===== config.mk =====
export PLATFORM = sky130hd
export DESIGN_NAME = spi_reg_slave
export DESIGN_NICKNAME = d
export VERILOG_FILES = /design/src/rtl/spi_reg_slave_pkg.sv /design/src/rtl/spi_reg_slave_sync.sv /design/src/rtl/spi_reg_slave.sv
export SDC_FILE = /design/constraint.sdc
export NUM_CORES = 1
export LEC_CHECK = 0
export BUFFER_PORTS_ARGS = -buffer_cell sky130_fd_sc_hd__buf_2
export CORE_ASPECT_RATIO = 0.8
export CORE_MARGIN = 2
export CORE_UTILIZATION = 45
export DETAILED_ROUTE_END_ITERATION = 6
export GPL_TIMING_DRIVEN = 0
export PLACE_DENSITY = 0.65
export RECOVER_POWER = 25
export SYNTH_ARGS = -nofsm -noshare
export SYNTH_HDL_FRONTEND = slang
export SYNTH_SLANG_ARGS = --single-unit

===== constraint.sdc =====
create_clock -name clk -period 1.8 [get_ports clk]
set_input_delay 0.18 -clock clk [delete_from_list [all_inputs] [get_ports clk]]
set_output_delay 0.18 -clock clk [all_outputs]
set_load 0.01 [all_outputs]

===== src/rtl/spi_reg_slave_pkg.sv =====
`default_nettype none
// ============================================================================
// Module   : spi_reg_slave_pkg
// Purpose  : Shared definitions for the SPI register slave: command opcodes,
//            FSM state encoding and the register-map decode helper.
// Revision : 1.0 - initial release
// ============================================================================
package spi_reg_slave_pkg;

    // ADXL362-style command opcodes (first byte of every transfer)
    localparam logic [7:0] C_CMD_WRITE = 8'h0A;
    localparam logic [7:0] C_CMD_READ  = 8'h0B;

    // Protocol FSM
    typedef enum logic [2:0] {
        ST_IDLE    = 3'd0,
        ST_CMD     = 3'd1,
        ST_ADDR    = 3'd2,
        ST_DATA_WR = 3'd3,
        ST_DATA_RD = 3'd4,
        ST_IGNORE  = 3'd5
    } state_t;

    // True when the register address falls inside the implemented register map
    function automatic logic addr_mapped(input logic [7:0] addr, input int num_regs);
        return (32'(addr) < num_regs);
    endfunction

endpackage : spi_reg_slave_pkg
`default_nettype wire


===== src/rtl/spi_reg_slave_sync.sv =====
`default_nettype none
// ============================================================================
// Module   : spi_reg_slave_sync
// Purpose  : Multi-flop synchronizer for one asynchronous input, plus
//            single-cycle rise/fall pulses derived from the synchronized level.
// Ports    : clk, reset     - system clock, synchronous active-high reset
//            i_async        - asynchronous input
//            o_level        - synchronized level
//            o_rise/o_fall  - one-clk pulses on synchronized edges
// Revision : 1.0 - initial release
// ============================================================================
module spi_reg_slave_sync #(
    parameter int   SYNC_STAGES = 2,
    parameter logic RESET_VAL   = 1'b0
) (
    input  logic clk,
    input  logic reset,
    input  logic i_async,
    output logic o_level,
    output logic o_rise,
    output logic o_fall
);

    logic [SYNC_STAGES-1:0] r_sync;
    logic                   r_prev;

    // The reset value is chosen per input so that leaving reset never looks
    // like an edge (ncs idles high, sck/mosi idle low).
    always_ff @(posedge clk) begin
        if (reset) begin
            r_sync <= {SYNC_STAGES{RESET_VAL}};
            r_prev <= RESET_VAL;
        end else begin
            r_sync <= {r_sync[SYNC_STAGES-2:0], i_async};
            r_prev <= r_sync[SYNC_STAGES-1];
        end
    end

    assign o_level = r_sync[SYNC_STAGES-1];
    assign o_rise  =  r_sync[SYNC_STAGES-1] & ~r_prev;
    assign o_fall  = ~r_sync[SYNC_STAGES-1] &  r_prev;

endmodule : spi_reg_slave_sync
`default_nettype wire


===== src/rtl/spi_reg_slave.sv =====
`default_nettype none
// ============================================================================
// Module   : spi_reg_slave
// Purpose  : SPI mode-0 (CPOL=0, CPHA=0, MSB first) register slave. Decodes
//            write (0x0A) / read (0x0B) commands followed by an address and a
//            burst of data bytes, driving an external register-file port.
//            All SPI inputs are oversampled in the clk domain.
// Ports    : clk, reset            - system clock, synchronous active-high reset
//            sck_i, ncs_i, mosi_i  - asynchronous SPI inputs
//            miso_o, miso_oe       - SPI data out and its enable
//            reg_addr/re/rdata     - register read port (rdata valid 1 clk after re)
//            reg_we/wdata          - register write port
//            busy                  - chip select (synchronized) active
//            xfer_done             - pulse when ncs rises after >=1 full byte
// Revision : 1.0 - initial release
// ============================================================================
module spi_reg_slave
    import spi_reg_slave_pkg::*;
#(
    parameter int SYNC_STAGES = 2,
    parameter int NUM_REGS    = 64
) (
    input  logic       clk,
    input  logic       reset,
    input  logic       sck_i,
    input  logic       ncs_i,
    input  logic       mosi_i,
    output logic       miso_o,
    output logic       miso_oe,
    output logic [7:0] reg_addr,
    output logic       reg_re,
    input  logic [7:0] reg_rdata,
    output logic       reg_we,
    output logic [7:0] reg_wdata,
    output logic       busy,
    output logic       xfer_done
);

    // ------------------------------------------------------------------
    // Input synchronizers (identical latency on all three inputs keeps
    // mosi aligned with the sck edge that samples it)
    // ------------------------------------------------------------------
    logic w_sck_rise, w_sck_fall, w_sck_level_unused;
    logic w_ncs_level, w_ncs_rise, w_ncs_fall;
    logic w_mosi_level, w_mosi_rise_unused, w_mosi_fall_unused;

    spi_reg_slave_sync #(.SYNC_STAGES(SYNC_STAGES), .RESET_VAL(1'b0)) u_sync_sck (
        .clk     (clk),
        .reset   (reset),
        .i_async (sck_i),
        .o_level (w_sck_level_unused),
        .o_rise  (w_sck_rise),
        .o_fall  (w_sck_fall)
    );

    spi_reg_slave_sync #(.SYNC_STAGES(SYNC_STAGES), .RESET_VAL(1'b1)) u_sync_ncs (
        .clk     (clk),
        .reset   (reset),
        .i_async (ncs_i),
        .o_level (w_ncs_level),
        .o_rise  (w_ncs_rise),
        .o_fall  (w_ncs_fall)
    );

    spi_reg_slave_sync #(.SYNC_STAGES(SYNC_STAGES), .RESET_VAL(1'b0)) u_sync_mosi (
        .clk     (clk),
        .reset   (reset),
        .i_async (mosi_i),
        .o_level (w_mosi_level),
        .o_rise  (w_mosi_rise_unused),
        .o_fall  (w_mosi_fall_unused)
    );

    // ------------------------------------------------------------------
    // State
    // ------------------------------------------------------------------
    state_t     r_state;
    logic [2:0] r_bit_cnt;
    logic [6:0] r_rx;            // first 7 bits of the byte in flight
    logic [7:0] r_tx;
    logic [7:0] r_addr;
    logic       r_is_read;
    logic       r_byte_seen;     // at least one full byte in this transfer
    logic       r_load_pending;  // read issued last clk: capture rdata now
    logic       r_load_mapped;
    logic       r_miso;
    logic [7:0] r_reg_addr;
    logic       r_reg_re;
    logic       r_reg_we;
    logic [7:0] r_reg_wdata;
    logic       r_xfer_done;

    // Completed byte, valid in the clk where the 8th rise is detected
    logic [7:0] w_byte;
    logic       w_byte_done;

    assign w_byte      = {r_rx, w_mosi_level};
    assign w_byte_done = w_sck_rise && (r_bit_cnt == 3'd7);

    always_ff @(posedge clk) begin
        if (reset) begin
            r_state        <= ST_IDLE;
            r_bit_cnt      <= 3'd0;
            r_rx           <= 7'd0;
            r_tx           <= 8'd0;
            r_addr         <= 8'd0;
            r_is_read      <= 1'b0;
            r_byte_seen    <= 1'b0;
            r_load_pending <= 1'b0;
            r_load_mapped  <= 1'b0;
            r_miso         <= 1'b0;
            r_reg_addr     <= 8'd0;
            r_reg_re       <= 1'b0;
            r_reg_we       <= 1'b0;
            r_reg_wdata    <= 8'd0;
            r_xfer_done    <= 1'b0;
        end else begin
            r_reg_re    <= 1'b0;
            r_reg_we    <= 1'b0;
            r_xfer_done <= 1'b0;

            // Read data arrives one clk after reg_re; the address advances
            // only after the capture so reg_addr stayed stable for the read.
            if (r_load_pending) begin
                r_tx           <= r_load_mapped ? reg_rdata : 8'h00;
                r_addr         <= r_addr + 8'd1;
                r_load_pending <= 1'b0;
            end

            if (w_ncs_level) begin
                // Deselected: abandon any partial byte; sck edges detected in
                // this clk are intentionally dropped.
                r_state        <= ST_IDLE;
                r_bit_cnt      <= 3'd0;
                r_rx           <= 7'd0;
                r_miso         <= 1'b0;
                r_load_pending <= 1'b0;
                r_byte_seen    <= 1'b0;
                if (w_ncs_rise && r_byte_seen) begin
                    r_xfer_done <= 1'b1;
                end
            end else if (r_state == ST_IDLE) begin
                if (w_ncs_fall) begin
                    r_state     <= ST_CMD;
                    r_bit_cnt   <= 3'd0;
                    r_rx        <= 7'd0;
                    r_tx        <= 8'd0;
                    r_byte_seen <= 1'b0;
                end
            end else begin
                if (w_sck_rise) begin
                    r_rx      <= w_byte[6:0];
                    r_bit_cnt <= r_bit_cnt + 3'd1;
                end

                if (w_byte_done) begin
                    r_byte_seen <= 1'b1;
                    case (r_state)
                        ST_CMD: begin
                            if (w_byte == C_CMD_WRITE) begin
                                r_state   <= ST_ADDR;
                                r_is_read <= 1'b0;
                            end else if (w_byte == C_CMD_READ) begin
                                r_state   <= ST_ADDR;
                                r_is_read <= 1'b1;
                            end else begin
                                r_state   <= ST_IGNORE;
                            end
                        end
                        ST_ADDR: begin
                            r_addr <= w_byte;
                            if (r_is_read) begin
                                // Prefetch the first read byte right away so
                                // its MSB is ready for the next sck fall.
                                r_state        <= ST_DATA_RD;
                                r_load_pending <= 1'b1;
                                r_load_mapped  <= addr_mapped(w_byte, NUM_REGS);
                                if (addr_mapped(w_byte, NUM_REGS)) begin
                                    r_reg_re   <= 1'b1;
                                    r_reg_addr <= w_byte;
                                end
                            end else begin
                                r_state <= ST_DATA_WR;
                            end
                        end
                        ST_DATA_WR: begin
                            if (addr_mapped(r_addr, NUM_REGS)) begin
                                r_reg_we    <= 1'b1;
                                r_reg_addr  <= r_addr;
                                r_reg_wdata <= w_byte;
                            end
                            r_addr <= r_addr + 8'd1;
                        end
                        ST_DATA_RD: begin
                            r_load_pending <= 1'b1;
                            r_load_mapped  <= addr_mapped(r_addr, NUM_REGS);
                            if (addr_mapped(r_addr, NUM_REGS)) begin
                                r_reg_re   <= 1'b1;
                                r_reg_addr <= r_addr;
                            end
                        end
                        default: begin
                        end
                    endcase
                end

                // Only read data is ever shifted out; every other phase
                // keeps miso low.
                if (w_sck_fall) begin
                    if (r_state == ST_DATA_RD) begin
                        r_miso <= r_tx[7];
                        r_tx   <= {r_tx[6:0], 1'b0};
                    end else begin
                        r_miso <= 1'b0;
                    end
                end
            end
        end
    end

    assign miso_o    = r_miso;
    assign busy      = ~w_ncs_level;
    assign miso_oe   = ~w_ncs_level;
    assign reg_addr  = r_reg_addr;
    assign reg_re    = r_reg_re;
    assign reg_we    = r_reg_we;
    assign reg_wdata = r_reg_wdata;
    assign xfer_done = r_xfer_done;

endmodule : spi_reg_slave
`default_nettype wire


==> run summary <==
YOSYS
----------------------------------------------------------------------------------------
Area fraction in compound gates after synthesis                                   18.08%
Multiplexer fraction of the synthesized cell area                                 4.328%
Commonest register cell after synthesis                                     sky130_fd_sc_hd__dfxtp_1
Yosys Warn Count                                                                       0
Post-synthesis instance total                                                        306
Mean instance size in the synthesized netlist                                  9.069 um2
Number of flops mapped to enable cells by yosys                                        0
Synthesized Nets                                                                     322
Synthesized-area fraction occupied by and/or/nand/nor cells                       23.99%
Total standard cell area after synthesis                                        2775 um2
Flip-flop and latch count after synthesis                                             61
Combinational family with the most area after synthesis                     simple AND/OR/NAND/NOR gates
Xor and xnor area share after synthesis                                           2.525%
Part of the Yosys area used for sequential elements                               44.00%
Number of library cell types mapped by synthesis                                      59
Share of synthesized flip-flops with an asynchronous set or reset                     0%
Adder-cell share of the synthesized area                                          1.353%

DRT
----------------------------------------------------------------------------------------
1st-pass router iterations                                                             4
DRC marker count from the first detailed-route iteration                             194
Wire length per cell                                                            14.74 um
Antenna viol nets, final                                                               0
DRC violation count after routing                                                      0
Post-Route WL                                                                    6500 um
Via density per instance                                                           5.340
Via Count                                                                          2,355

FLOORPLANNING
----------------------------------------------------------------------------------------
Ports placed on the boundary                                                          35
Starting utilization of the core area                                             46.69%
Die Ht                                                                          74.24 um
Chip width                                                                      91.80 um
Core outline area                                                               5943 um2
Total number of placement rows                                                        25
DIE AREA                                                                        6815 um2

LAYOUT
----------------------------------------------------------------------------------------
Most common cell after layout, fill and taps aside                          sky130_fd_sc_hd__dfxtp_1
Fraction of layout instances using a drive strength above 1                       22.78%
Number of nets at the end of the flow                                                371
Cell Count, Final, Fillers Out                                                       441
Number of filler instances in the final layout                                       558
Post-Route Utilization                                                            56.51%
Highest-count cells in the layout ignoring fill and taps                    sky130_fd_sc_hd__dfxtp_1 (58), sky130_fd_sc_hd__nor2_1 (32), sky130_fd_sc_hd__buf_2 (25)
Area growth from synthesis to final layout                                        21.01%
Diode count                                                                            0
Area of all placed cells without fillers                                        3358 um2

PLACED DESIGN
----------------------------------------------------------------------------------------
Number of instances in the placed design                                             420
Post-Place Cell Area                                                            3042 um2
Port Buffers                                                                          33
HPWL reported at the end of detailed placement                                   4478 um
Final estimated routing congestion in global placement                            0.8365

WORST SETUP PATH
----------------------------------------------------------------------------------------
CP max FO                                                                              4
Library cell appearing most often on the critical path                      sky130_fd_sc_hd__ha_4
Crit start category                                                             register
Worst Setup End Kind                                                            register
Worst Path Buf+Inv                                                                     1
Slowest library cell on the worst path                                      sky130_fd_sc_hd__a211oi_1
Arrival time of the worst setup path                                             1980 ps
Slowest stage delay, CP                                                           380 ps
Category of cells accounting for the largest share of critical-path delay   compound AO/OA/AOI/OAI gates
Class of the most critical setup path                                         reg -> reg
Worst EP required                                                                2050 ps
Cells along the critical path                                               ha_4, ha_4, buf_4, nand4bb_1, a211oi_1, nor2_1, a311oi_1

CLOCK TREE
----------------------------------------------------------------------------------------
Clock Latency Late Sink                                                           340 ps
Buffers from clock root to sink, at most                                               2
Number of H-tree levels                                                                3
Post-CTS Hold Buffers                                                                  0
CTS root buf                                                                sky130_fd_sc_hd__clkbuf_8
CTS tree                                                                            done
Total CTS buffers                                                                      9
Clock Sinks                                                                           61
CTS clk-pin slew, worst paths                                                      70 ps

STA
----------------------------------------------------------------------------------------
Unrepaired setup endpoints after global routing                                      yes
Final cycle utilization of the critical path                                      96.46%
Peak clock frequency supported by timing                                       575.9 MHz
Slew @ Worst Pin                                                                565.2 ps
Tmin final                                                                       1736 ps
Number of failing hold endpoints at the final stage                                    0
Clk_skew                                                                        9.035 ps
Setup_tns                                                                           0 ps
Max-slew headroom                                                                 62.32%
Setup violations, final                                                                0
Slew Viols, Final                                                                      0
Final hold slack                                                                14.25 ps

GLOBAL ROUTING
----------------------------------------------------------------------------------------
Overall routing resource usage                                                    20.65%
Antenna violations before repair                                                       0
Vias in the first global route                                                     2,185
Largest net degree at the start of global routing                                     13
Total congestion overflow                                                              0
First-pass GRT wire length                                                     10,700 um

HOLD PATH
----------------------------------------------------------------------------------------
Worst Hold Class                                                               in -> reg

PWR
----------------------------------------------------------------------------------------
Maximum resistive drop on vdd                                                  0.4490 mV
Power density of the placed cells                                           741.4 nW/um2
Leakage dissipation                                                             1.287 nW

RUN STATUS
----------------------------------------------------------------------------------------
Outcome                                                                        completed

FLOW RUN
----------------------------------------------------------------------------------------
Max-Cap Viols                                                                          0

## path summary, 6_finish.rpt
path                                           start                    to  slack (ps)  cells past startpoint
worst max-delay path                    r_bit_cnt[0]         r_load_mapped          60                      7
worst min-delay path                           ncs_i  u_sync_ncs.r_sync[0]          10                      2
worst max register to register          r_bit_cnt[0]         r_load_mapped          60                      7
worst min register to register  u_sync_ncs.r_sync[0]  u_sync_ncs.r_sync[1]         410                      1
## synthesized netlist by cell type, types with 4 or more instances
cell	count	area (um2)
sky130_fd_sc_hd__a21oi_1	14	70.07
sky130_fd_sc_hd__a221oi_1	8	70.07
sky130_fd_sc_hd__a22o_1	5	43.79
sky130_fd_sc_hd__a22oi_1	11	82.58
sky130_fd_sc_hd__a311oi_1	4	35.03
sky130_fd_sc_hd__clkbuf_1	10	37.54
sky130_fd_sc_hd__dfxtp_1	61	1221
sky130_fd_sc_hd__inv_1	11	41.29
sky130_fd_sc_hd__mux2i_1	12	120.1
sky130_fd_sc_hd__nand2_1	19	71.32
sky130_fd_sc_hd__nand3_1	11	55.05
sky130_fd_sc_hd__nand4_1	5	31.28
sky130_fd_sc_hd__nor2_1	32	120.1
sky130_fd_sc_hd__nor2b_1	9	56.30
sky130_fd_sc_hd__nor3_1	4	20.02
sky130_fd_sc_hd__nor3b_1	5	37.54
sky130_fd_sc_hd__o22ai_1	6	37.54
sky130_fd_sc_hd__or2_2	4	25.02
sky130_fd_sc_hd__or3_1	4	25.02
sky130_fd_sc_hd__xnor2_1	4	35.03
sky130_fd_sc_hd__xor2_1	4	35.03
## timing repair
item                                   CTS  global route
pin swaps                                3             1
setup endpoints to repair               32            35
setup buffers                            6             0
gates resized for setup                 10            14
endpoints found under the hold margin    0             0
## per-stage QoR
stage | power, mW | setup slack [ps]
after CTS | 2.517 | 4.264
after global placement | 1.459 | -179.3
after detailed placement | 1.460 | -188.3
after floorplan | 1.430 | 33.75
after global routing | 2.583 | -31.38
final | 2.490 | 63.71
## area by class of cell
cell class	instances	area, um2	share of cell area, %
multi-input combinational	213	1499	44.63
buffer	19	113.9	3.390
tap	81	101.3	3.018
timing repair buffer	39	197.7	5.887
clock buffer	9	123.9	3.689
sequential	61	1225	36.48
inverter	12	45.04	1.341
clock inverter	7	52.55	1.565
## layer usage
| metal | vias to the layer above | GRT usage, % | wire length (um) |
|---|---|---|---|
| li1 | 1205 | - | - |
| met1 | 1089 | 28.47 | 3286 |
| met2 | 55 | 31.70 | 2839 |
| met3 | 6 | 5.167 | 315 |
| met4 | 0 | 7.960 | 59 |
| met5 | - | 0 | 0 |
## where the power goes
group	internal, mW	switching (mW)
Sequential	1.36	0.00510
Combinational	0.0277	0.0443
Clock	0.499	0.557
Total	1.88	0.607
## worst register-to-register path, stage by stage (launching register included)
cell and delay [ps]:
sky130_fd_sc_hd__dfxtp_2 360, sky130_fd_sc_hd__ha_4 140, sky130_fd_sc_hd__ha_4 120, sky130_fd_sc_hd__buf_4 100
sky130_fd_sc_hd__nand4bb_1 230, sky130_fd_sc_hd__a211oi_1 380, sky130_fd_sc_hd__nor2_1 70, sky130_fd_sc_hd__a311oi_1 240
## sequential cells by signal, indices dropped and copies added (netlist names), 2 cells and up
name / cells
r_addr: 8
r_bit_cnt: 3
r_rx: 7
r_state: 3
r_tx: 8
reg_addr: 8
reg_wdata: 8
u_sync_mosi.r_sync: 2
u_sync_ncs.r_sync: 2
u_sync_sck.r_sync: 2
## logic make-up after synthesis
family | Yosys count
and+or+nand+nor | 121
AOI/OAI and AO/OA | 69
DFF | 61
buffers and inverters | 32
muxes | 12
xor gates and xnor gates | 8
adders and majority gates | 3
Power figures use the tool's default switching activity.
